$ cat src/rtl/mseq_pkg.sv
// mseq_pkg: shared types and defaults for the m-sequence PRN source.
// Galois LFSR width, feedback mask, divider width, period length.
package mseq_pkg;

  localparam int MSEQ_W = 16;
  localparam logic [15:0] MSEQ_TAPS = 16'hB400;
  localparam int MSEQ_DIV_W = 16;
  localparam int MSEQ_PERIOD = (1 << MSEQ_W) - 1;

  typedef enum logic {
    IDLE = 1'b0,
    RUN  = 1'b1
  } mseq_state_e;

endpackage

$ cat src/rtl/mseq_lfsr_step.sv
// mseq_lfsr_step: one right-shifting Galois LFSR step.
// Pure combinational; width and feedback mask are parameters.
module mseq_lfsr_step
  import mseq_pkg::*;
#(
  parameter int W = MSEQ_W,
  parameter logic [W-1:0] LFSR_TAPS = MSEQ_TAPS
) (
  input  logic [W-1:0] cur,
  output logic [W-1:0] nxt
);

  assign nxt = (cur >> 1) ^ (cur[0] ? LFSR_TAPS : '0);

endmodule

$ cat src/rtl/mseq_prn_gen.sv
// mseq_prn_gen: Galois m-sequence PRN source with chip-rate divider.
// Optional all-zero lockup recovery: define MSEQ_LOCKUP_CHK_EN.
module mseq_prn_gen
  import mseq_pkg::*;
#(
  parameter int OUTPUT_DATA_WIDTH = MSEQ_W,
  parameter logic [OUTPUT_DATA_WIDTH-1:0] LFSR_TAPS = MSEQ_TAPS,
  parameter int DIV_WIDTH = MSEQ_DIV_W
) (
  input  logic                         MSEQ_clk,
  input  logic                         MSEQ_rst_n,
  input  logic                         mseq_start,
  input  logic                         mseq_stop,
  input  logic                         one_shot,
  input  logic [OUTPUT_DATA_WIDTH-1:0] seed,
  input  logic [DIV_WIDTH-1:0]         chip_div,
  output logic [OUTPUT_DATA_WIDTH-1:0] MSEQ_signal,
  output logic                         MSEQ_valid,
  output logic                         period_done,
  output logic                         busy,
  output logic                         lockup_err
);

  localparam int W = OUTPUT_DATA_WIDTH;
  localparam logic [W-1:0] ONE = W'(1);
  localparam logic [W-1:0] LAST = {{(W-1){1'b1}}, 1'b0};

  mseq_state_e state;
  mseq_state_e state_nx;

  logic [W-1:0] lfsr;
  logic [W-1:0] lfsr_nx;
  logic [W-1:0] chip_cnt;
  logic [W-1:0] seed_eff;
  logic [DIV_WIDTH-1:0] div_cnt;
  logic [DIV_WIDTH-1:0] div_q;
  logic os_q;
  logic go;
  logic reload;
  logic chip;
  logic wrap;
  logic halt;

  // An all-zero seed would lock the LFSR, so it is promoted to 1.
  assign seed_eff = (seed == '0) ? ONE : seed;
  assign busy = (state == RUN);

  mseq_lfsr_step #(
    .W(W),
    .LFSR_TAPS(LFSR_TAPS)
  ) u_step (
    .cur(lfsr),
    .nxt(lfsr_nx)
  );

`ifdef MSEQ_LOCKUP_CHK_EN
  logic lock_q;

  assign reload = busy && !mseq_stop && (lfsr == '0);
  assign lockup_err = lock_q;

  // Sticky lockup flag: set on recovery, cleared by a new start.
  always_ff @(posedge MSEQ_clk or negedge MSEQ_rst_n) begin
    if (!MSEQ_rst_n) begin
      lock_q <= 1'b0;
    end else if (go) begin
      lock_q <= 1'b0;
    end else if (reload) begin
      lock_q <= 1'b1;
    end
  end
`else
  assign reload = 1'b0;
  assign lockup_err = 1'b0;
`endif

  // FSM state register.
  always_ff @(posedge MSEQ_clk or negedge MSEQ_rst_n) begin
    if (!MSEQ_rst_n) begin
      state <= IDLE;
    end else begin
      state <= state_nx;
    end
  end

  // Next state plus start / chip-step / period-end decode.
  always_comb begin
    state_nx = state;
    go = 1'b0;
    chip = 1'b0;
    wrap = 1'b0;
    halt = 1'b0;
    unique case (state)
      IDLE: begin
        if (mseq_start && !mseq_stop) begin
          state_nx = RUN;
          go = 1'b1;
        end
      end
      RUN: begin
        if (mseq_stop) begin
          state_nx = IDLE;
        end else if (!reload && (div_cnt == div_q)) begin
          chip = 1'b1;
          wrap = (chip_cnt == LAST);
          halt = wrap && os_q;
          if (halt) begin
            state_nx = IDLE;
          end
        end
      end
      default: state_nx = IDLE;
    endcase
  end

  // LFSR, output word, divider and chip counter datapath.
  always_ff @(posedge MSEQ_clk or negedge MSEQ_rst_n) begin
    if (!MSEQ_rst_n) begin
      lfsr <= '0;
      MSEQ_signal <= '0;
      MSEQ_valid <= 1'b0;
      period_done <= 1'b0;
      div_cnt <= '0;
      div_q <= '0;
      chip_cnt <= '0;
      os_q <= 1'b0;
    end else begin
      MSEQ_valid <= 1'b0;
      period_done <= 1'b0;
      if (go) begin
        lfsr <= seed_eff;
        MSEQ_signal <= seed_eff;
        MSEQ_valid <= 1'b1;
        div_cnt <= '0;
        chip_cnt <= '0;
        div_q <= chip_div;
        os_q <= one_shot;
      end else if (reload) begin
        lfsr <= ONE;
        MSEQ_signal <= ONE;
        MSEQ_valid <= 1'b1;
        div_cnt <= '0;
        chip_cnt <= '0;
      end else if (chip) begin
        div_cnt <= '0;
        period_done <= wrap;
        if (!halt) begin
          lfsr <= lfsr_nx;
          MSEQ_signal <= lfsr_nx;
          MSEQ_valid <= 1'b1;
          chip_cnt <= wrap ? '0 : chip_cnt + ONE;
        end
      end else if (busy && !mseq_stop) begin
        div_cnt <= div_cnt + 1'b1;
      end
    end
  end

endmodule
$ cat config.mk
export PLATFORM = sky130hd
export DESIGN_NAME = mseq_prn_gen
export DESIGN_NICKNAME = d
export VERILOG_FILES = /design/src/rtl/mseq_pkg.sv /design/src/rtl/mseq_lfsr_step.sv /design/src/rtl/mseq_prn_gen.sv
export SDC_FILE = /design/constraint.sdc
export NUM_CORES = 1
export LEC_CHECK = 0
export CAP_MARGIN = 10
export CORE_UTILIZATION = 53
export DETAILED_ROUTE_END_ITERATION = 16
export PLACE_DENSITY = 0.77
export SLEW_MARGIN = 25
export SYNTH_ARGS = -nofsm -noshare
export SYNTH_HDL_FRONTEND = slang
export SYNTH_SLANG_ARGS = --single-unit
$ cat constraint.sdc
create_clock -name MSEQ_clk -period 2.3 [get_ports MSEQ_clk]
set_input_delay 0.46 -clock MSEQ_clk [delete_from_list [all_inputs] [get_ports MSEQ_clk]]
set_output_delay 0.46 -clock MSEQ_clk [all_outputs]
set_load 0.005 [all_outputs]
# == Yosys cells after proc, flatten, opt, wreduce, memory -nomap -nowiden ==
# Cells that the tools add are included.
# word_totals
regBits,68
in_bits,37
elab_cells,55
output_inout_bits,20
# op_classes
mux,32
n_eq_ne,3
addsub,2
bitwise_logic,2
n_reduce_logical,8
# op_table
operator,count
$mux W16,12
$add A16 B1 Y16 const B,2
$mux W1,19
$eq A16 B16 Y1,1
$eq A16 B16 Y1 const B,1
$logic_not A16 Y1,1
$xor A15 B16 Y16,1
$logic_and A1 B1 Y1,3
$reduce_bool A3 Y1,1
$ne A2 B2 Y1 const B,1
$pmux W1 S2,1
$reduce_and A2 Y1,1
$reduce_bool A2 Y1,1
$logic_not A1 Y1,1
$not A1 Y1,1

# == Longest topological paths before layout ==
# Gate-level depths: netlist of the first run.
# depth
depth_word,8
ltp_mapped,10
depth_no_buf,9

# == By module ==
# From an unflattened synthesis of the first run, not the netlist that was laid out.
# hier_totals
cells_unflattened,402
hier_area_um2,3616.0
# by_module_without_submodules
mod,cells_per_inst,seq_area_each_um2,instances,area_per_inst_um2
mseq_prn_gen,386,1701.6,1,3492.1
mseq_lfsr_step,16,0.0,1,123.9

# == Worst setup path after synthesis of the first run ==
# No wires, ideal clock.
# synth_path
path_kind,reg2reg
startpoint,reg div_cnt[5]
endpoint,reg chip_cnt[10]
setup_slack_ps,297
period_less_slack_ps,2003
path_stages_with_launch,11
path_buffers,4
t_arrival_ps,1873
path_cell_list,dfrtp_1 buf_6 xor2_1 nor4_2 and4_1 buf_6 a31oi_4 buf_6 buf_8 a22oi_4 o41ai_2
# synth_via
elab_chain_len,8
# synth_lines
item,line,source
from (decl),mseq_prn_gen.sv:35,logic [DIV_WIDTH-1:0] div_cnt;
from (signal assigned),mseq_prn_gen.sv:154,div_cnt <= div_cnt + 1'b1;
$eq A16 B16 Y1 *,mseq_prn_gen.sv:103,end else if (!reload && (div_cnt == div_q)) begin
$mux W1,mseq_prn_gen.sv:103,
$mux W1,mseq_prn_gen.sv:101,if (mseq_stop) begin
$mux W1,mseq_prn_gen.sv:93,unique case (state)
$mux W16,mseq_prn_gen.sv:151,chip_cnt <= wrap ? '0 : chip_cnt + ONE;
$mux W16,mseq_prn_gen.sv:147,if (!halt) begin
$mux W16,mseq_prn_gen.sv:144,end else if (chip) begin
$mux W16,mseq_prn_gen.sv:130,if (go) begin
to (signal assigned),mseq_prn_gen.sv:151,
to (decl),mseq_prn_gen.sv:33,logic [W-1:0] chip_cnt;
# Every way passes the cells marked *; elsewhere a longest branch is shown, timed or not. The select of a mux whose other input is x is not followed.
# A chain may end at the register's enable or synchronous reset.

# == Final worst setup path of the first run ==
# layout_path
startpoint,reg div_cnt[5]
endpoint,reg chip_cnt[3]
# The elaborated chain is that of the path after synthesis.

==> results of run 1 <==
==> cells by family (layout without fill, tap and decap cells) <==
kind of cell,after synthesis,after routing
and+or+nand+nor,195,195
DFF,68,68
AOI/OAI and AO/OA,53,53
xor gates and xnor gates,31,31
buffers and inverters,20,94
muxes,7,7
adders and majority gates,3,3
other,1,1
==> path summary, 6_finish.rpt <==
path	start	to	slack, ns	cells past startpoint
max in group asynchronous	MSEQ_rst_n	lfsr[5]	1.61	2
max reg2reg	div_cnt[5]	chip_cnt[3]	0.10	7
min reg2reg	div_q[12]	div_q[12]	0.50	2
min	MSEQ_rst_n	chip_cnt[6]	0.09	1
max	div_cnt[5]	chip_cnt[3]	0.10	7
min in group MSEQ_clk	div_q[12]	div_q[12]	0.50	2
==> registers in the layout (all words and copies together) (netlist names) <==
register and flops:
MSEQ_valid 1, busy 1, chip_cnt 16, div_cnt 16, div_q 16, lfsr 16
os_q 1, period_done 1
==> worst register-to-register path, cell delays in order, from the launching register on <==
cell     delay, ns
dfrtp_1       0.44
xor2_1        0.20
nor4_2        0.34
and4_4        0.33
buf_4         0.15
nand3_4       0.18
or3_1         0.41
nand3_1       0.09
==> routing by layer <==
metal | wire (um) | up-vias
met5 | 0 | -
met4 | 98 | 0
met3 | 481 | 11
met2 | 3620 | 90
met1 | 3910 | 1476
li1 | - | 1454
==> timing repair <==
| action | in CTS | in global routing |
|---|---|---|
| gates resized for setup | 1 | 5 |
| buffers inserted | 0 | 0 |
| pin swaps | 0 | 0 |
| setup endpoints to repair | 1 | 19 |
==> power breakdown <==
part | leakage [nW] | internal (mW) | switching (mW)
clock | 0.112 | 0.671 | 0.458
combinational | 1.09 | 0.351 | 0.281
sequential | 0.882 | 1.34 | 0.143
total | 2.08 | 2.37 | 0.882
==> area by class of cell <==
cell class	instances	share of cell area
Tap cell	77	0.0217
Timing Repair Buffer	73	0.156
Clock buffer	11	0.0341
Inverter	5	0.00422
Clock inverter	5	0.0189
Multi-Input combinational cell	290	0.382
Sequential cell	68	0.383
==> synthesized netlist by cell type (4+ instances only) <==
library cell,count
xor2_1,27
a21o_1,7
xnor2_1,4
clkbuf_1,8
o21ai_0,23
nor2_1,42
nand2_1,87
mux2i_1,6
a221oi_1,9
nand4_1,12
nand3_1,17
nor4_1,12
buf_6,4
inv_1,5
nor3_1,6
or3_1,5
dfrtp_1,68
==> stage by stage <==
step	power [mW]	setup TNS (ns)	hold WS (ns)
after floorplan	1.76	0	0.164
after global placement	2.10	0	0.463
after detailed placement	2.12	0	0.474
after CTS	3.26	0	0.104
after global routing	3.41	-0.0828	0.115
final	3.25	0	0.0915
==> results by group, run 1 <==
Routing
  • Via-per-instance ratio: ~5.7
  • DRC viols: 0
  • DRT antenna net count: 0
  • WL per Instance: between 15 and 20 um
  • DR iter-0 viols: 240
  • Initial DRT Pass Iterations: 4
  • Vias: 3031
  • Routed WL: a little over 8000 um

Global routing
  • Vias in the first global route: between 2000 and 3000
  • Met2 global-route usage: 0.391
  • Total grt overflow: 0
  • M3 GR Usage: 0.0686
  • Gr busiest metal: met2
  • Met1 GRT Util: 0.362
  • Largest net degree at the start of global routing: 31
  • Total track usage: 0.258
  • Antenna violations before repair: 0
  • First-pass GRT wire length: 14100 um

Clocking
  • Cts hold-fix bufs: 0
  • CTS clock-pin slew for the worst setup and hold paths: 0.07 ns
  • CTS Buffer Depth: 2
  • Clock Root Buffer: clkbuf_8
  • CTS tree: built
  • Clk_lat worst skew: 0.34 ns
  • Sink Count: 68
  • H-tree depth: 3
  • CTS Buf Count: 9

Placed design
  • Post-Place Cells: approximately 510
  • Post-place setup slack: 0.00715 ns
  • Post-DP HPWL: 5870 um
  • Port Buffer Count: 55
  • Placed Area: 0.00418 mm2
  • Gpl congestion: between 0.8 and 0.9

STA
  • Final min period: 2.20 ns
  • Final hold violation count: 0
  • Final worst setup slack: 0.103 ns
  • # setup viols final: 0
  • Measured slew at the worst slew-check pin: 0.602 ns
  • Slew HR: 0.597
  • Achievable frequency: 0.455 GHz
  • Max-slew violations: 0
  • Fin crit share: 0.955
  • Final Skew: 0.00769 ns
  • RSZ-0062 raised after global routing: true

Critical path
  • Worst path slowest cell: dfrtp_1
  • Crit path max fanout: 19
  • Crit-path max cell delay: approximately 0.44 ns
  • Family with the most delay on the worst path: simple AND/OR/NAND/NOR gates
  • Data arrival, critical path: 2.47 ns
  • Worst Setup Path Type: reg2reg
  • CP Launch Type: flip-flop
  • Critical path cell sequence: xor2_1 -> nor4_2 -> and4_4 -> buf_4 -> nand3_4 -> or3_1 -> nand3_1
  • CP required: 2.58 ns
  • CP endpoint kind: flip-flop
  • Buffers & Inverters on Critical Path: 1

Yosys
  • #FFs+latches synth: between 60 and 70
  • Mux contribution to synthesized area: 0.0204
  • FFs w/ async S/R, synth: 1.00
  • Post-Syn Area: 0.00350 mm2
  • Main synth FF type: dfrtp_1
  • Mean Syn Cell Area: 9.25 um2
  • Synth Warn #: 0
  • Fraction of the mapped netlist area in adder cells: 0.0107
  • Area contributors post-synth: dfrtp_1, nand2_1, xor2_1
  • Post-Synth Simple-Gate Area: 0.258
  • Sequential fraction of the synthesis area: 0.487
  • Yosys cell types: 42
  • Combinational family with the most area after synthesis: simple AND/OR/NAND/NOR gates
  • Top cell type's share of synthesized area: 0.487
  • Synth area leader: dfrtp_1
  • Xor/xnor share of the synthesized area: 0.0776
  • Syn Nets: 418
  • Post-synth EDFFs: 0
  • Synth Instances: 378
  • Complex-gate fraction of the synthesized area: 0.110

Die
  • Initial core utilization: 0.551
  • Die ar.: slightly below 0.007 mm2
  • Placeable Area: 0.00635 mm2
  • Cell Rows: 29
  • Die height: around 83 um
  • Die Width: around 83 um
  • Ports: between 50 and 60

Finish
  • Area taken by multi-input logic gates: between 0.0015 and 0.002 mm2
  • Non-Filler Instances: 529
  • Final core utilization: 0.700
  • Fin nets: 487
  • Area Growth Syn to Fin: 27.0%
  • Most common cell after layout, fill and taps aside: nand2_1
  • N_diodes: 0
  • Sequential Area: 0.00170 mm2
  • Commonest cells after routing, fill and taps aside: nand2_1, dfrtp_1, clkdlybuf4s50_1
  • Final non-filler cell area: 0.00444 mm2
  • Share of cells above drive strength 1: 0.111
  • FILL cells: approximately 500

Job
  • Max cap viols: 0

Power and ir drop
  • Peak supply drop: 0.000438 V
  • Pleak: about 2.1 nW
  • Cell Pwr Density: 731 mW/mm2

Worst hold path
  • Hold Path Class: in2async

Outcome
  • Status: finished, final reports clean
No activity file was read; power rests on OpenSTA's default activity.
==> run 2, diff against run 1 <==
--- a/config.mk
+++ b/config.mk
@@ -5,10 +5,11 @@
 export SDC_FILE = /design/constraint.sdc
 export NUM_CORES = 1
 export LEC_CHECK = 0
-export CAP_MARGIN = 10
-export CORE_UTILIZATION = 53
+export CELL_PAD_IN_SITES_DETAIL_PLACEMENT = 2
+export CELL_PAD_IN_SITES_GLOBAL_PLACEMENT = 2
+export CORE_UTILIZATION = 33
 export DETAILED_ROUTE_END_ITERATION = 16
-export PLACE_DENSITY = 0.77
+export PLACE_DENSITY = 0.78
 export SLEW_MARGIN = 25
 export SYNTH_ARGS = -nofsm -noshare
 export SYNTH_HDL_FRONTEND = slang
==> run 2 against run 1 <==
Total power down 1.0%. Largest cell class is now multi-input gates. Cell area up 4.2%. Via count up 3.9%. Clock skew up 0.0052 ns. Worst hold slack better by 0.034 ns. Highest routed layer unchanged. Worst setup slack better by 0.022 ns. Sequential power about the same. Routed wire length up 41%. Cell count up 14%.
==> results by group, run 2 (synthesis results as in run 1) <==
Critical path
  • Data arrival, critical path: 2.41 ns (-0.06 ns)
  • CP endpoint kind: flip-flop
  • Worst Setup Path Type: reg2reg
  • Crit path max fanout: 5 (-14)
  • CP required: 2.53 ns (-0.05 ns)
  • CP Launch Type: flip-flop

Global routing
  • Largest net degree at the start of global routing: 69 (+120%)
  • First-pass GRT wire length: 18900 um (+34%)
  • Total grt overflow: 0 (unchanged)
  • Vias in the first global route: 3575 (+21%)
  • Total track usage: 0.221 (-0.0364)
  • Antenna violations before repair: 0 (unchanged)

Finish
  • N_diodes: 0 (unchanged)
  • Fin nets: 501 (+2.9%)
  • Area Growth Syn to Fin: 32.3%
  • Share of cells above drive strength 1: 0.146 (+0.0353)
  • Commonest cells after routing, fill and taps aside: nand2_1, dfrtp_1, clkdlybuf4s50_1
  • Final core utilization: 0.450 (-0.249)
  • Most common cell after layout, fill and taps aside: nand2_1

Power and ir drop
  • Cell Pwr Density: 695 mW/mm2 (-5.0%)
  • Clk pwr share: 0.321 (-0.027)
  • Peak supply drop: 0.000355 V (-19%)
  • Power Internal: 2.22 mW (-6.3%)
  • Pleak: 2.14 nW (+3.0%)
  • Switching share of power: 0.310 (+0.0385)
  • Comb pwr share: 0.214 (+0.019)
  • Sequential power share: 0.465 (+0.007)
  • Sw Pwr: 0.997 mW (+13%)

Routing
  • Vias: 3148 (+3.9%)
  • Initial DRT Pass Iterations: 4 (unchanged)
  • DRC viols: 0 (unchanged)
  • Via-per-instance ratio: 5.23 (-8.7%)
  • Routed WL: 11400 um (+41%)
  • DR iter-0 viols: 79 (-67%)
  • DRT antenna net count: 0 (unchanged)
  • WL per Instance: 19.0 um (+24%)

Die
  • Initial core utilization: 0.340 (-0.210)
  • Die height: 105 um (+26%)
  • Placeable Area: 0.0103 mm2 (+62%)
  • Die Width: 105 um (+26%)
  • Die ar.: 0.0110 mm2 (+59%)
  • Cell Rows: 37 (+28%)
  • Ports: 57 (unchanged)

Job
  • Max cap viols: 0 (unchanged)

STA
  • Measured slew at the worst slew-check pin: 0.882 ns (+0.279 ns)
  • # setup viols final: 0 (unchanged)
  • Final min period: 2.18 ns (-0.0223 ns)
  • Fin crit share: 0.946 (-0.00969)
  • Achievable frequency: 0.460 GHz (+1.0%)
  • Setup TNS: 0 ns (unchanged)
  • Final hold violation count: 0 (unchanged)
  • Max-slew violations: 0 (unchanged)
  • WHS: 0.125 ns (+0.0337 ns)
  • Final Skew: 0.0129 ns (+0.00521 ns)
  • Slew HR: 0.410 (-0.187)

Clocking
  • Sink Count: 68 (unchanged)
  • Clock Root Buffer: clkbuf_8
  • CTS clock-pin slew for the worst setup and hold paths: 0.09 ns (+0.02 ns)
  • CTS tree: built
  • CTS Buf Count: 9 (unchanged)
  • Clk_lat worst skew: 0.35 ns (about the same)
  • H-tree depth: 3 (unchanged)
  • CTS Buffer Depth: 2 (unchanged)

Worst hold path
  • Hold Path Class: in2async

Placed design
  • Post-DP HPWL: 7790 um (+33%)
  • Port Buffer Count: 55 (unchanged)
  • Gpl congestion: 0.734 (-13%)

Outcome
  • Status: finished, final reports clean
run 2: path summary, 6_finish.rpt:
path                       slack (ns)     endpoint        from  cells past startpoint
hold reg to reg                  0.51     div_q[2]    div_q[2]                      2
setup reg to reg                 0.12  div_cnt[15]  div_cnt[5]                      8
min in group MSEQ_clk            0.51     div_q[2]    div_q[2]                      2
setup / recovery                 0.12  div_cnt[15]  div_cnt[5]                      8
hold / removal                   0.13  chip_cnt[1]  MSEQ_rst_n                      2
max in group asynchronous        1.84  div_cnt[12]  MSEQ_rst_n                      2
run 2: worst max-delay path: stages, from the launching register on:
cell and delay [ns]:
dfrtp_1 0.44, buf_4 0.17, nand4_1 0.22, nor4_2 0.41, buf_4 0.20, and4_1 0.25
nand4_1 0.14, xor2_1 0.16, nor2_1 0.06
run 2: layout make-up:
class	instances	area, um2
inverters	5	18.8
multi-input cells	290	1710
flip-flops and latches	68	1700
clock buffers	9	124
well taps	136	170
clock inverters	7	73.8
repair buffers	87	827
fillers	1145	5650
run 2: timing repair:
item	CTS	global route
gates resized for setup	2	8
hold buffers	0	0
pin swaps	1	0
setup endpoints to repair	5	26
setup buffers	1	3
run 2: power by group through the flow:
stage / clock [mW] / sequential, mW / combinational, mW
2_1_floorplan: 0 / 1.48 / 0.277
3_3_place_gp: 0 / 1.50 / 0.626
3_5_place_dp: 0 / 1.51 / 0.656
4_1_cts: 1.05 / 1.50 / 0.692
5_1_grt: 1.10 / 1.51 / 0.759
6_report: 1.03 / 1.49 / 0.687
run 2: per-stage QoR:
| step | area, um2 | cells | total power, mW | setup slack (ns) |
|---|---|---|---|---|
| 3_5_place_dp | 4360 | 582 | 2.17 | -0.0910 |
| 5_1_grt | 4630 | 602 | 3.38 | -0.00781 |
| 2_1_floorplan | 3500 | 378 | 1.76 | 0.297 |
| 6_report | 4630 | 602 | 3.22 | 0.125 |
| 3_3_place_gp | 4360 | 582 | 2.13 | -0.0111 |
| 4_1_cts | 4570 | 599 | 3.24 | 0.0311 |
run 2: per-layer routing:
layer  wire length [um]  up-vias  track usage
met2               5770       57        0.382
met4                166        0       0.0684
met3                370       16       0.0306
met1               5100     1602        0.287
met5                  0        -            0
li1                   -     1473            -
==> run 3, diff against run 2 <==
--- a/config.mk
+++ b/config.mk
@@ -9,6 +9,7 @@
 export CELL_PAD_IN_SITES_GLOBAL_PLACEMENT = 2
 export CORE_UTILIZATION = 33
 export DETAILED_ROUTE_END_ITERATION = 16
+export GPL_TIMING_DRIVEN = 0
 export PLACE_DENSITY = 0.78
 export SLEW_MARGIN = 25
 export SYNTH_ARGS = -nofsm -noshare
==> run 3 against run 2 <==
Combinational power shrank 2%. Clock-buffer cell count grew 2. Cell area shrank 1.7%. Critical path depth rose by 1. Clock skew down 0.0024 ns. Sequential power barely moved. First-iteration DRC count grew 54%. Maximum frequency decreased by 3.6%. Sequential cell count stayed put. Critical path type unchanged. Largest cell class unchanged.
==> results by group, run 3 (synthesis results as in run 1) <==
Routing
  • Via-per-instance ratio: 5.28 (+1.0%)
  • DR iter-0 viols: 122 (+54%)
  • WL per Instance: 19.0 um (+0.42%)
  • Routed WL: 11200 um (-1.6%)
  • Met3 WL: 327 um (-12%)
  • Vias: 3117 (-0.98%)
  • Met2 WL: 5600 um (-2.9%)
  • DRT antenna net count: 0 (unchanged)
  • DRC viols: 0 (unchanged)
  • DR top layer: met4
  • Initial DRT Pass Iterations: 4 (unchanged)
  • DRT met1 WL: 5150 um (+1.0%)

Finish
  • Fin nets: 491 (-2.0%)
  • FILL cells: 1117 (-2.4%)
  • Share of cells above drive strength 1: 0.119 (-0.0270)
  • N_diodes: 0 (unchanged)
  • Area Growth Syn to Fin: 30.1%
  • Area taken by multi-input logic gates: 0.00173 mm2 (+1.4%)
  • Sequential Area: 0.00171 mm2 (about the same)
  • Non-Filler Instances: 590 (-2.0%)
  • Commonest cells after routing, fill and taps aside: nand2_1, dfrtp_1, clkdlybuf4s50_1
  • Final core utilization: 0.443 (-0.00767)
  • Final non-filler cell area: 0.00455 mm2 (-1.7%)
  • Most common cell after layout, fill and taps aside: nand2_1

Clocking
  • CTS clock-pin slew for the worst setup and hold paths: 0.08 ns (about the same)
  • CTS tree: built
  • Clk_lat worst skew: 0.36 ns (about the same)
  • CTS Buf Count: 9 (unchanged)
  • H-tree depth: 3 (unchanged)
  • CTS Buffer Depth: 2 (unchanged)
  • Clock Root Buffer: clkbuf_8
  • Sink Count: 68 (unchanged)

STA
  • Final min period: 2.26 ns (+0.0816 ns)
  • Fin crit share: 0.981 (+0.0355)
  • RSZ-0062 raised after global routing: true
  • Max-slew violations: 0 (unchanged)
  • Measured slew at the worst slew-check pin: 0.812 ns (-0.0701 ns)
  • # setup viols final: 0 (unchanged)
  • Achievable frequency: 0.443 GHz (-3.6%)
  • Setup TNS: 0 ns (unchanged)
  • Final Skew: 0.0105 ns (-0.00244 ns)
  • Slew HR: 0.457 (+0.0469)
  • Final hold violation count: 0 (unchanged)

Critical path
  • Data arrival, critical path: 2.49 ns (+0.08 ns)
  • Crit-path max cell delay: 0.47 ns (+0.03 ns)
  • CP endpoint kind: flip-flop
  • Worst Setup Path Type: reg2reg
  • CP Launch Type: flip-flop
  • CP required: 2.54 ns (about the same)
  • Critical path cell sequence: xor2_2 -> nor4_4 -> and4_1 -> buf_6 -> a31oi_4 -> buf_8 -> buf_8 -> a22oi_4 -> o41ai_2
  • Worst path slowest cell: dfrtp_2
  • Buffers & Inverters on Critical Path: 3 (+1)
  • Most used cell, CP: buf_8
  • Crit path max fanout: 10 (+5)
  • Family with the most delay on the worst path: simple AND/OR/NAND/NOR gates

Worst hold path
  • Hold Path Class: in2async

Placed design
  • Post-Place Cells: 570 (-2.1%)
  • Port Buffer Count: 55 (unchanged)
  • Placed Area: 0.00424 mm2 (-2.6%)
  • Gpl congestion: 0.728 (-0.90%)
  • Post-DP HPWL: 7760 um (-0.46%)

Die
  • Cell Rows: 37 (unchanged)
  • Die Width: 105 um (unchanged)
  • Die ar.: 0.0110 mm2 (unchanged)
  • Placeable Area: 0.0103 mm2 (unchanged)
  • Ports: 57 (unchanged)
  • Die height: 105 um (unchanged)
  • Initial core utilization: 0.340 (unchanged)

Global routing
  • Total track usage: 0.211 (-0.0105)
  • Largest net degree at the start of global routing: 45 (-35%)
  • Vias in the first global route: 3358 (-6.1%)
  • Total grt overflow: 0 (unchanged)
  • Antenna violations before repair: 0 (unchanged)
  • First-pass GRT wire length: 17800 um (-5.8%)

Power and ir drop
  • Cell Pwr Density: 669 mW/mm2 (-3.7%)
  • Pleak: 2.08 nW (-3.0%)
  • Peak supply drop: 0.000438 V (+23%)

Outcome
  • Status: finished, final reports clean

Job
  • Max cap viols: 0 (unchanged)
==> run 3: changes by cell type in the layout (fill, tap and decap cells not counted), sizes merged <==
cell,change
clkbuf,+11
inv,-2
clkinvlp,-1
buf,-19
bufinv,-1
==> run 3: area by class of cell <==
cell class | instances | share of cell area
Clock inverter | 3 | 0.00330
Timing Repair Buffer | 62 | 0.143
Sequential cell | 68 | 0.375
Tap cell | 136 | 0.0374
Inverter | 5 | 0.00413
Buffer | 15 | 0.0250
Multi-Input combinational cell | 290 | 0.381
Clock buffer | 11 | 0.0311
==> run 3: path summary, 6_finish.rpt <==
kind,from,end,slack (ns),depth (start not counted)
setup / recovery,div_cnt[12],chip_cnt[10],0.04,9
hold / removal,MSEQ_rst_n,chip_cnt[4],0.01,1
setup reg to reg,div_cnt[12],chip_cnt[10],0.04,9
hold reg to reg,div_q[13],div_q[13],0.51,2
max in group asynchronous,MSEQ_rst_n,div_q[4],1.73,2
min in group MSEQ_clk,div_q[13],div_q[13],0.51,2
==> run 3: timing repair <==
item	4_1_cts	5_1_grt
cloned	0	1
pin swaps	1	4
gates resized for setup	7	16
setup endpoints to repair	41	29
setup buffers	0	5
hold buffers	0	0
==> run 3: report_power, final <==
group | internal (mW) | switching, mW
sequential | 1.35 | 0.160
clock | 0.404 | 0.462
combinational | 0.363 | 0.310
==> run 3: through the flow <==
step	power, mW	worst slack (ns)	hold WS (ns)
floorplan	1.76	0.297	0.164
global placement	2.11	-1.81	0.469
detailed placement	2.15	-0.475	0.406
CTS	3.05	0.00352	0.0142
global route	3.21	-0.0779	0.0241
finish	3.04	0.0433	0.0146
==> run 3: routing by layer <==
| metal | vias up | track usage |
|---|---|---|
| li1 | 1457 | - |
| met1 | 1592 | 0.279 |
| met2 | 59 | 0.345 |
| met3 | 9 | 0.0412 |
| met4 | 0 | 0.0724 |
| met5 | - | 0 |
